--- config.mk ---
export PLATFORM = sky130hd
export DESIGN_NAME = fp_mult_pipe_flat
export DESIGN_NICKNAME = d
export VERILOG_FILES = /design/src/rtl/fp_pkg.sv /design/src/rtl/fp_mult_pipe_if.sv /design/src/rtl/fp_unpack.sv /design/src/rtl/fp_mult_pipe.sv /design/src/flat_wrapper.sv
export SDC_FILE = /design/constraint.sdc
export NUM_CORES = 2
export LEC_CHECK = 0
export ABC_CLOCK_PERIOD_IN_PS = 7400
export BUFFER_PORTS_ARGS = -buffer_cell sky130_fd_sc_hd__buf_2
export CAP_MARGIN = 20
export CELL_PAD_IN_SITES_DETAIL_PLACEMENT = 1
export CELL_PAD_IN_SITES_GLOBAL_PLACEMENT = 2
export CORE_ASPECT_RATIO = 1.4
export CORE_UTILIZATION = 38
export CTS_CLUSTER_DIAMETER = 60
export CTS_CLUSTER_SIZE = 24
export DETAILED_ROUTE_END_ITERATION = 16
export HOLD_SLACK_MARGIN = 0.05
export PLACE_DENSITY_LB_ADDON = 0.1
export SETUP_SLACK_MARGIN = 0.3
export SLEW_MARGIN = 20
export SYNTH_ARGS = -nofsm -noshare
export SYNTH_HDL_FRONTEND = slang
export SYNTH_HIERARCHICAL = 1
export SYNTH_SLANG_ARGS = --single-unit
export TNS_END_PERCENT = 100
--- constraint.sdc ---
create_clock -name clk -period 7.4 [get_ports clk]
set_clock_uncertainty 0.05 [all_clocks]
set_input_delay 0 -clock clk [delete_from_list [all_inputs] [get_ports clk]]
set_output_delay 0 -clock clk [all_outputs]
set_load 0.005 [all_outputs]
--- src/rtl/fp_pkg.sv ---
// Shared definitions for the pipelined floating-point multiplier: operand classes, flag positions
// and width-generic constructors for the special encodings.
package fp_pkg;

   localparam int unsigned DefExpW = 8;
   localparam int unsigned DefManW = 23;

   // Constructors build into a wide vector; callers truncate to their own word width.
   localparam int unsigned MaxW = 64;

   typedef enum logic [1:0] {
      ClsZero,
      ClsNorm,
      ClsInf,
      ClsNan
   } fp_class_e;

   localparam int unsigned FlagInvalid   = 3;
   localparam int unsigned FlagOverflow  = 2;
   localparam int unsigned FlagUnderflow = 1;
   localparam int unsigned FlagInexact   = 0;

   function automatic int unsigned fp_bias(int unsigned exp_w);
      return (1 << (exp_w - 1)) - 1;
   endfunction

   function automatic logic [MaxW-1:0] fp_inf(int unsigned exp_w, int unsigned man_w, logic sign);
      logic [MaxW-1:0] r;
      r = ((MaxW'(1) << exp_w) - MaxW'(1)) << man_w;
      r = r | (MaxW'(sign) << (exp_w + man_w));
      return r;
   endfunction

   function automatic logic [MaxW-1:0] fp_qnan(int unsigned exp_w, int unsigned man_w);
      return fp_inf(exp_w, man_w, 1'b0) | (MaxW'(1) << (man_w - 1));
   endfunction

endpackage

--- src/rtl/fp_mult_pipe_if.sv ---
// Operand/result handshake bundle for fp_mult_pipe; master is the issuing/consuming side.
interface fp_mult_pipe_if import fp_pkg::*; #(
   parameter int unsigned EXP_W = DefExpW,
   parameter int unsigned MAN_W = DefManW
);

   localparam int unsigned W = 1 + EXP_W + MAN_W;

   logic         in_valid;
   logic         in_ready;
   logic [W-1:0] a;
   logic [W-1:0] b;
   logic         out_valid;
   logic         out_ready;
   logic [W-1:0] out;
   logic [3:0]   flags;

   modport master (
      output in_valid, a, b, out_ready,
      input  in_ready, out_valid, out, flags
   );

   modport slave (
      input  in_valid, a, b, out_ready,
      output in_ready, out_valid, out, flags
   );

endinterface

--- src/rtl/fp_unpack.sv ---
// Splits an IEEE operand into fields and classifies it; subnormals are treated as zero.
module fp_unpack import fp_pkg::*; #(
   parameter int unsigned EXP_W = DefExpW,
   parameter int unsigned MAN_W = DefManW
) (
   input  logic [EXP_W+MAN_W:0] op,
   output logic                 sign,
   output logic [EXP_W-1:0]     bexp,
   output logic [MAN_W:0]       sig,
   output fp_class_e            cls
);

   logic [MAN_W-1:0] man;

   assign sign = op[EXP_W+MAN_W];
   assign bexp = op[MAN_W +: EXP_W];
   assign man  = op[MAN_W-1:0];
   assign sig  = {1'b1, man};

   always_comb begin
      cls = ClsNorm;
      if (bexp == '0) begin
         cls = ClsZero;
      end else if (&bexp) begin
         cls = (man == '0) ? ClsInf : ClsNan;
      end
   end

endmodule

--- src/rtl/fp_mult_pipe.sv ---
// Three-stage IEEE-754 multiplier (unpack, multiply, normalise/round/pack) with a single global
// stall: every stage advances together whenever the output register is empty or being taken.
module fp_mult_pipe import fp_pkg::*; #(
   parameter int unsigned EXP_W    = DefExpW,
   parameter int unsigned MAN_W    = DefManW,
   parameter bit          ROUND_EN = 1'b1
) (
   input  logic           clk,
   input  logic           rst,
   fp_mult_pipe_if.slave  bus
);

   localparam int unsigned W  = 1 + EXP_W + MAN_W;
   localparam int unsigned SW = MAN_W + 1;
   localparam int unsigned PW = 2 * MAN_W + 2;
   localparam int unsigned EW = EXP_W + 2;

   localparam logic signed [EW-1:0] Bias    = EW'(fp_bias(EXP_W));
   localparam logic signed [EW-1:0] ExpMax  = EW'((1 << EXP_W) - 1);
   localparam logic signed [EW-1:0] ExpZero = '0;
   localparam logic        [W-1:0]  QNan    = W'(fp_qnan(EXP_W, MAN_W));

   logic advance;

   // S1: unpack
   logic              ua_sign, ub_sign;
   logic [EXP_W-1:0]  ua_exp, ub_exp;
   logic [SW-1:0]     ua_sig, ub_sig;
   fp_class_e         ua_cls, ub_cls;
   logic signed [EW-1:0] s1_exp_d;

   logic                 s1_valid_q;
   logic                 s1_sign_q;
   logic signed [EW-1:0] s1_exp_q;
   logic [SW-1:0]        s1_sig_a_q, s1_sig_b_q;
   fp_class_e            s1_cls_a_q, s1_cls_b_q;

   // S2: multiply
   logic [PW-1:0]        s2_prod_d;
   logic                 s2_valid_q;
   logic                 s2_sign_q;
   logic signed [EW-1:0] s2_exp_q;
   logic [PW-1:0]        s2_prod_q;
   fp_class_e            s2_cls_a_q, s2_cls_b_q;

   // S3: normalise, round, pack
   logic [PW-2:0]        norm;
   logic [MAN_W-1:0]     mant;
   logic                 guard, sticky, inc;
   logic [MAN_W:0]       mant_r;
   logic signed [EW-1:0] exp_f;
   logic                 any_nan, any_inf, any_zero;
   logic [W-1:0]         out_d;
   logic [3:0]           flags_d;

   logic                 out_valid_q;
   logic [W-1:0]         out_q;
   logic [3:0]           flags_q;

   assign advance      = ~out_valid_q | bus.out_ready;
   assign bus.in_ready = advance;
   assign bus.out_valid = out_valid_q;
   assign bus.out      = out_q;
   assign bus.flags    = flags_q;

   fp_unpack #(
      .EXP_W (EXP_W),
      .MAN_W (MAN_W)
   ) u_unpack_a (
      .op   (bus.a),
      .sign (ua_sign),
      .bexp (ua_exp),
      .sig  (ua_sig),
      .cls  (ua_cls)
   );

   fp_unpack #(
      .EXP_W (EXP_W),
      .MAN_W (MAN_W)
   ) u_unpack_b (
      .op   (bus.b),
      .sign (ub_sign),
      .bexp (ub_exp),
      .sig  (ub_sig),
      .cls  (ub_cls)
   );

   assign s1_exp_d = $signed({2'b00, ua_exp}) + $signed({2'b00, ub_exp}) - Bias;

   assign s2_prod_d = {{SW{1'b0}}, s1_sig_a_q} * {{SW{1'b0}}, s1_sig_b_q};

   always_comb begin
      // Product lies in [1,4); align so the leading one sits just above the mantissa field.
      norm    = s2_prod_q[PW-1] ? s2_prod_q[PW-2:0] : {s2_prod_q[PW-3:0], 1'b0};
      mant    = norm[PW-2 -: MAN_W];
      guard   = norm[MAN_W];
      sticky  = |norm[MAN_W-1:0];
      inc     = ROUND_EN && guard && (sticky || mant[0]);
      mant_r  = {1'b0, mant} + {{MAN_W{1'b0}}, inc};
      exp_f   = s2_exp_q
              + $signed({{(EW-1){1'b0}}, s2_prod_q[PW-1]})
              + $signed({{(EW-1){1'b0}}, mant_r[MAN_W]});

      any_nan  = (s2_cls_a_q == ClsNan)  || (s2_cls_b_q == ClsNan);
      any_inf  = (s2_cls_a_q == ClsInf)  || (s2_cls_b_q == ClsInf);
      any_zero = (s2_cls_a_q == ClsZero) || (s2_cls_b_q == ClsZero);

      out_d   = {s2_sign_q, exp_f[EXP_W-1:0], mant_r[MAN_W-1:0]};
      flags_d = '0;
      flags_d[FlagInexact] = guard | sticky;

      if (any_nan || (any_inf && any_zero)) begin
         out_d   = QNan;
         flags_d = '0;
         flags_d[FlagInvalid] = 1'b1;
      end else if (any_inf) begin
         out_d   = W'(fp_inf(EXP_W, MAN_W, s2_sign_q));
         flags_d = '0;
      end else if (any_zero) begin
         out_d   = {s2_sign_q, {(W-1){1'b0}}};
         flags_d = '0;
      end else if (exp_f >= ExpMax) begin
         out_d   = W'(fp_inf(EXP_W, MAN_W, s2_sign_q));
         flags_d = '0;
         flags_d[FlagOverflow] = 1'b1;
         flags_d[FlagInexact]  = 1'b1;
      end else if (exp_f <= ExpZero) begin
         out_d   = {s2_sign_q, {(W-1){1'b0}}};
         flags_d = '0;
         flags_d[FlagUnderflow] = 1'b1;
         flags_d[FlagInexact]   = 1'b1;
      end
   end

   always_ff @(posedge clk or posedge rst) begin
      if (rst) begin
         s1_valid_q  <= 1'b0;
         s1_sign_q   <= 1'b0;
         s1_exp_q    <= '0;
         s1_sig_a_q  <= '0;
         s1_sig_b_q  <= '0;
         s1_cls_a_q  <= ClsZero;
         s1_cls_b_q  <= ClsZero;
         s2_valid_q  <= 1'b0;
         s2_sign_q   <= 1'b0;
         s2_exp_q    <= '0;
         s2_prod_q   <= '0;
         s2_cls_a_q  <= ClsZero;
         s2_cls_b_q  <= ClsZero;
         out_valid_q <= 1'b0;
         out_q       <= '0;
         flags_q     <= '0;
      end else if (advance) begin
         s1_valid_q  <= bus.in_valid;
         s1_sign_q   <= ua_sign ^ ub_sign;
         s1_exp_q    <= s1_exp_d;
         s1_sig_a_q  <= ua_sig;
         s1_sig_b_q  <= ub_sig;
         s1_cls_a_q  <= ua_cls;
         s1_cls_b_q  <= ub_cls;
         s2_valid_q  <= s1_valid_q;
         s2_sign_q   <= s1_sign_q;
         s2_exp_q    <= s1_exp_q;
         s2_prod_q   <= s2_prod_d;
         s2_cls_a_q  <= s1_cls_a_q;
         s2_cls_b_q  <= s1_cls_b_q;
         out_valid_q <= s2_valid_q;
         out_q       <= out_d;
         flags_q     <= flags_d;
      end
   end

endmodule

--- src/flat_wrapper.sv ---
// flat-port wrapper written by rule: the top's interface ports become plain ports
module fp_mult_pipe_flat import fp_pkg::*;
#(
   parameter int unsigned EXP_W    = DefExpW,
   parameter int unsigned MAN_W    = DefManW,
   parameter bit          ROUND_EN = 1'b1
)
  (clk, rst, bus_in_valid, bus_a, bus_b, bus_out_ready, bus_in_ready, bus_out_valid, bus_out, bus_flags);
  fp_mult_pipe_if #(.EXP_W(EXP_W), .MAN_W(MAN_W)) bus_i ();
  input  logic clk;
  input  logic rst;
  input wire logic [$bits(bus_i.in_valid)-1:0] bus_in_valid;
  input wire logic [$bits(bus_i.a)-1:0] bus_a;
  input wire logic [$bits(bus_i.b)-1:0] bus_b;
  input wire logic [$bits(bus_i.out_ready)-1:0] bus_out_ready;
  output wire logic [$bits(bus_i.in_ready)-1:0] bus_in_ready;
  output wire logic [$bits(bus_i.out_valid)-1:0] bus_out_valid;
  output wire logic [$bits(bus_i.out)-1:0] bus_out;
  output wire logic [$bits(bus_i.flags)-1:0] bus_flags;
  assign bus_i.in_valid = bus_in_valid;
  assign bus_i.a = bus_a;
  assign bus_i.b = bus_b;
  assign bus_i.out_ready = bus_out_ready;
  assign bus_in_ready = bus_i.in_ready;
  assign bus_out_valid = bus_i.out_valid;
  assign bus_out = bus_i.out;
  assign bus_flags = bus_i.flags;
  fp_mult_pipe #(.EXP_W(EXP_W), .MAN_W(MAN_W), .ROUND_EN(ROUND_EN)) u_core (.clk(clk), .rst(rst), .bus(bus_i));
endmodule
==> impl_metrics.json <==
{
  "via_per_inst": 4.98,
  "rsz0062_at_grt": "yes",
  "cts-htree-levels": 4,
  "crit_type": "reg2reg",
  "crit_top_cell": "fa_1",
  "fin_util": 0.439,
  "insertion_delay_ns": 0.50,
  "grt_pass1_vias": 24300,
  "cp.depth": 28,
  "reg2reg_to": "u_core/s2_prod_q[37]",
  "fin_hold_ws_ns": 0.0909,
  "core_area_um2": 71400,
  "syn-num-nets": 3874,
  "synthToLayoutAreaGrowth_pct": 14.3,
  "slew_headroom": 0.393,
  "clk_pin_slew_ns": 0.09,
  "crit_buf_inv": 10,
  "grt_antenna_before_repair": 1,
  "gr-total-overflow": 0,
  "io_pins": 106,
  "setup.worst_path.end_class": "flop",
  "final_nets": 4024,
  "seq_area_frac_synth": 0.150,
  "fmax_mhz": 143,
  "detailed_place_hpwl_um": 72800,
  "ys_types": 71,
  "grt_max_degree": 88,
  "place_congestion": 0.879,
  "synthCells": 3130,
  "die_x_um": 229,
  "grt_pass1_wl_um": 141000,
  "hold_violations": 0,
  "root_buffer": "clkbuf_16",
  "slowest_delay_ns": 0.58,
  "fillers": 8375,
  "wirelength_um": 89600,
  "critPathRequiredTime_ns": 7.75,
  "max-cap-violations": 0,
  "grtUsageTotal": 0.253,
  "die_y_um": 320,
  "drive_above_1_share": 0.140,
  "reg2reg_from": "u_core/s1_sig_b_q[6]",
  "route.detailed.drc": 0,
  "slowest_stage": "fa_1",
  "ys_async_sr_fraction": 1.00,
  "wl_per_cell_um": 21.1,
  "r2r_slack_ns": 0.42,
  "tightest_slew_ns": 0.911,
  "drtIter0Drc": 785,
  "synthFlopType": "dfrtp_1",
  "ys_ff_latch": 165,
  "arrival_ns": 7.32,
  "setup_viol": 0,
  "hold_class": "in2async",
  "cp-start-kind": "flop",
  "cts_buffers": 17,
  "synth-edff-count": 0,
  "via_count": 21100,
  "outcome": "complete, no violations",
  "cp_max_fo": 6,
  "r2r_cells": 28,
  "io_buffers": 105,
  "row_count": 116,
  "path_delay_family": "adder cells",
  "ant_nets": 0,
  "cts_buffer_depth": 2,
  "layout_worst_path_cycle_share": 0.943,
  "cts.sink_count": 165,
  "floorplan.initialDensity": 0.384,
  "dieArea_um2": 73300,
  "cts_tree": "done",
  "firstDrtPassIters": 5,
  "min_period_ns": 6.98,
  "yosysWarnings": 6,
  "final_max_slew_viol_count": 0,
  "syn_area_per_cell_um2": 8.77,
  "syn-cell-area_um2": 27400
}
timing repair:
item,CTS,global route
gates cloned,0,0
resized for setup,40,118
setup buffers,5,51
hold buffers,67,0
endpoints found under the setup margin,17,22
pin swaps,5,57
hold endpoints to repair,128,0
Yosys cell counts (4+ instances only):
cell type  count  area share
buf_1          5     0.00068
nand3_1       31      0.0057
ha_1         192       0.088
and2_1       294       0.067
buf_2         10      0.0018
a22o_1        22      0.0070
a211oi_1       4      0.0011
and3_1        11      0.0025
o21a_1         4      0.0011
or4_1          4      0.0011
a31oi_1        8      0.0018
fa_1         484        0.35
clkbuf_1     149       0.020
o21bai_1       9      0.0025
a21o_1        27      0.0074
xor2_1        41       0.013
nand2b_1       7      0.0016
dfrtp_1      165        0.15
inv_1        564       0.077
nor3_1         8      0.0015
mux2_2         5      0.0021
xnor2_1       49       0.016
o31ai_1        4      0.0011
o21ai_0       47      0.0086
buf_4         67       0.018
nand2_1      606       0.083
a21oi_1       95       0.017
nand4_1       20      0.0046
nor2_1        96       0.013
nor4_1        17      0.0039
nor2b_1        5      0.0011
o21ai_1        8      0.0015
mux2i_1       15      0.0055
cells in the final DEF, fill, tap and decap left out, types with 8 or more instances in the layout:
cell type / n
nand2_1: 606
inv_1: 556
fa_1: 466
and2_1: 285
ha_1: 181
buf_4: 152
dfrtp_1: 129
buf_2: 106
nor2_1: 93
a21oi_1: 86
dlygate4sd3_1: 67
xnor2_1: 48
o21ai_0: 45
xor2_1: 40
nand3_1: 31
dfrtp_2: 31
a21o_1: 26
buf_6: 24
a22o_1: 22
nand4_1: 20
fa_2: 18
clkbuf_16: 17
nor4_1: 17
mux2i_1: 15
and3_1: 11
a21oi_2: 10
and2_4: 9
buf_12: 9
o21bai_1: 8
nor3_1: 8
o21ai_1: 8
ha_4: 8
flip-flops by register name, indices dropped and copies added, names as in the netlist, 2 cells and up:
register	count
u_core/bus.flags	4
u_core/bus.out	32
u_core/s1_cls_a_q	2
u_core/s1_cls_b_q	2
u_core/s1_exp_q	10
u_core/s1_sig_a_q	24
u_core/s1_sig_b_q	24
u_core/s2_cls_a_q	2
u_core/s2_cls_b_q	2
u_core/s2_exp_q	10
u_core/s2_prod_q	48
how the worst max path moves through the flow:
stage                                     start              endpoint  slack (ns)
after global placement    u_core/s1_sig_a_q[13]  u_core/s2_prod_q[37]       -0.13
after global routing      u_core/s1_sig_a_q[19]  u_core/s2_prod_q[44]        0.18
final                      u_core/s1_sig_b_q[6]  u_core/s2_prod_q[37]        0.42
after detailed placement  u_core/s1_sig_a_q[13]  u_core/s2_prod_q[37]       -0.08
after CTS                  u_core/s1_sig_b_q[9]  u_core/s2_prod_q[24]        0.31
after floorplan            u_core/s1_sig_b_q[3]  u_core/s2_prod_q[46]        0.61
through the flow:
| step | instances | cell area, µm² | setup WS [ns] | TNS (ns) |
|---|---|---|---|---|
| after floorplan | 3130 | 27400 | 0.609 | 0 |
| final | 4238 | 31400 | 0.422 | 0 |
| after global routing | 4237 | 31400 | 0.178 | 0 |
| after CTS | 4186 | 30500 | 0.305 | 0 |
| after detailed placement | 4082 | 29100 | -0.0800 | -0.129 |
| after global placement | 4082 | 29100 | -0.131 | -0.254 |
final cells by class:
class	count	area [µm²]	share of cell area
multi-input cells	2168	20400	0.650
well taps	944	1180	0.0377
repair buffers	363	2840	0.0905
clock inverters	14	186	0.00595
diodes	1	2.50	0.0000798
clock buffers	18	439	0.0140
flip-flops and latches	165	4190	0.134
inverters	565	2130	0.0680
logic make-up after synthesis:
kind of cell	after synthesis	share of synthesized area
and+or+nand+nor	1114	0.190
DFF	165	0.150
AOI/OAI and AO/OA	266	0.0635
buffers and inverters	797	0.119
other	2	0.000274
muxes	20	0.00752
xor gates and xnor gates	90	0.0287
adders and majority gates	676	0.441
per-layer routing:
layer | part of all wire | up-vias | GRT usage
met5 | 0 | - | 0
met4 | 0.027 | 0 | 0.0781
met3 | 0.029 | 103 | 0.0303
met2 | 0.55 | 322 | 0.470
met1 | 0.40 | 11000 | 0.300
li1 | - | 9668 | -
tightest hold or removal path, delay by kind of cell:
family	cells	cell delay, ns
buffers and inverters	3	1.14
Power is not shown: default switching activity piles up to over one toggle a cycle in this logic, so the estimate is an artifact.
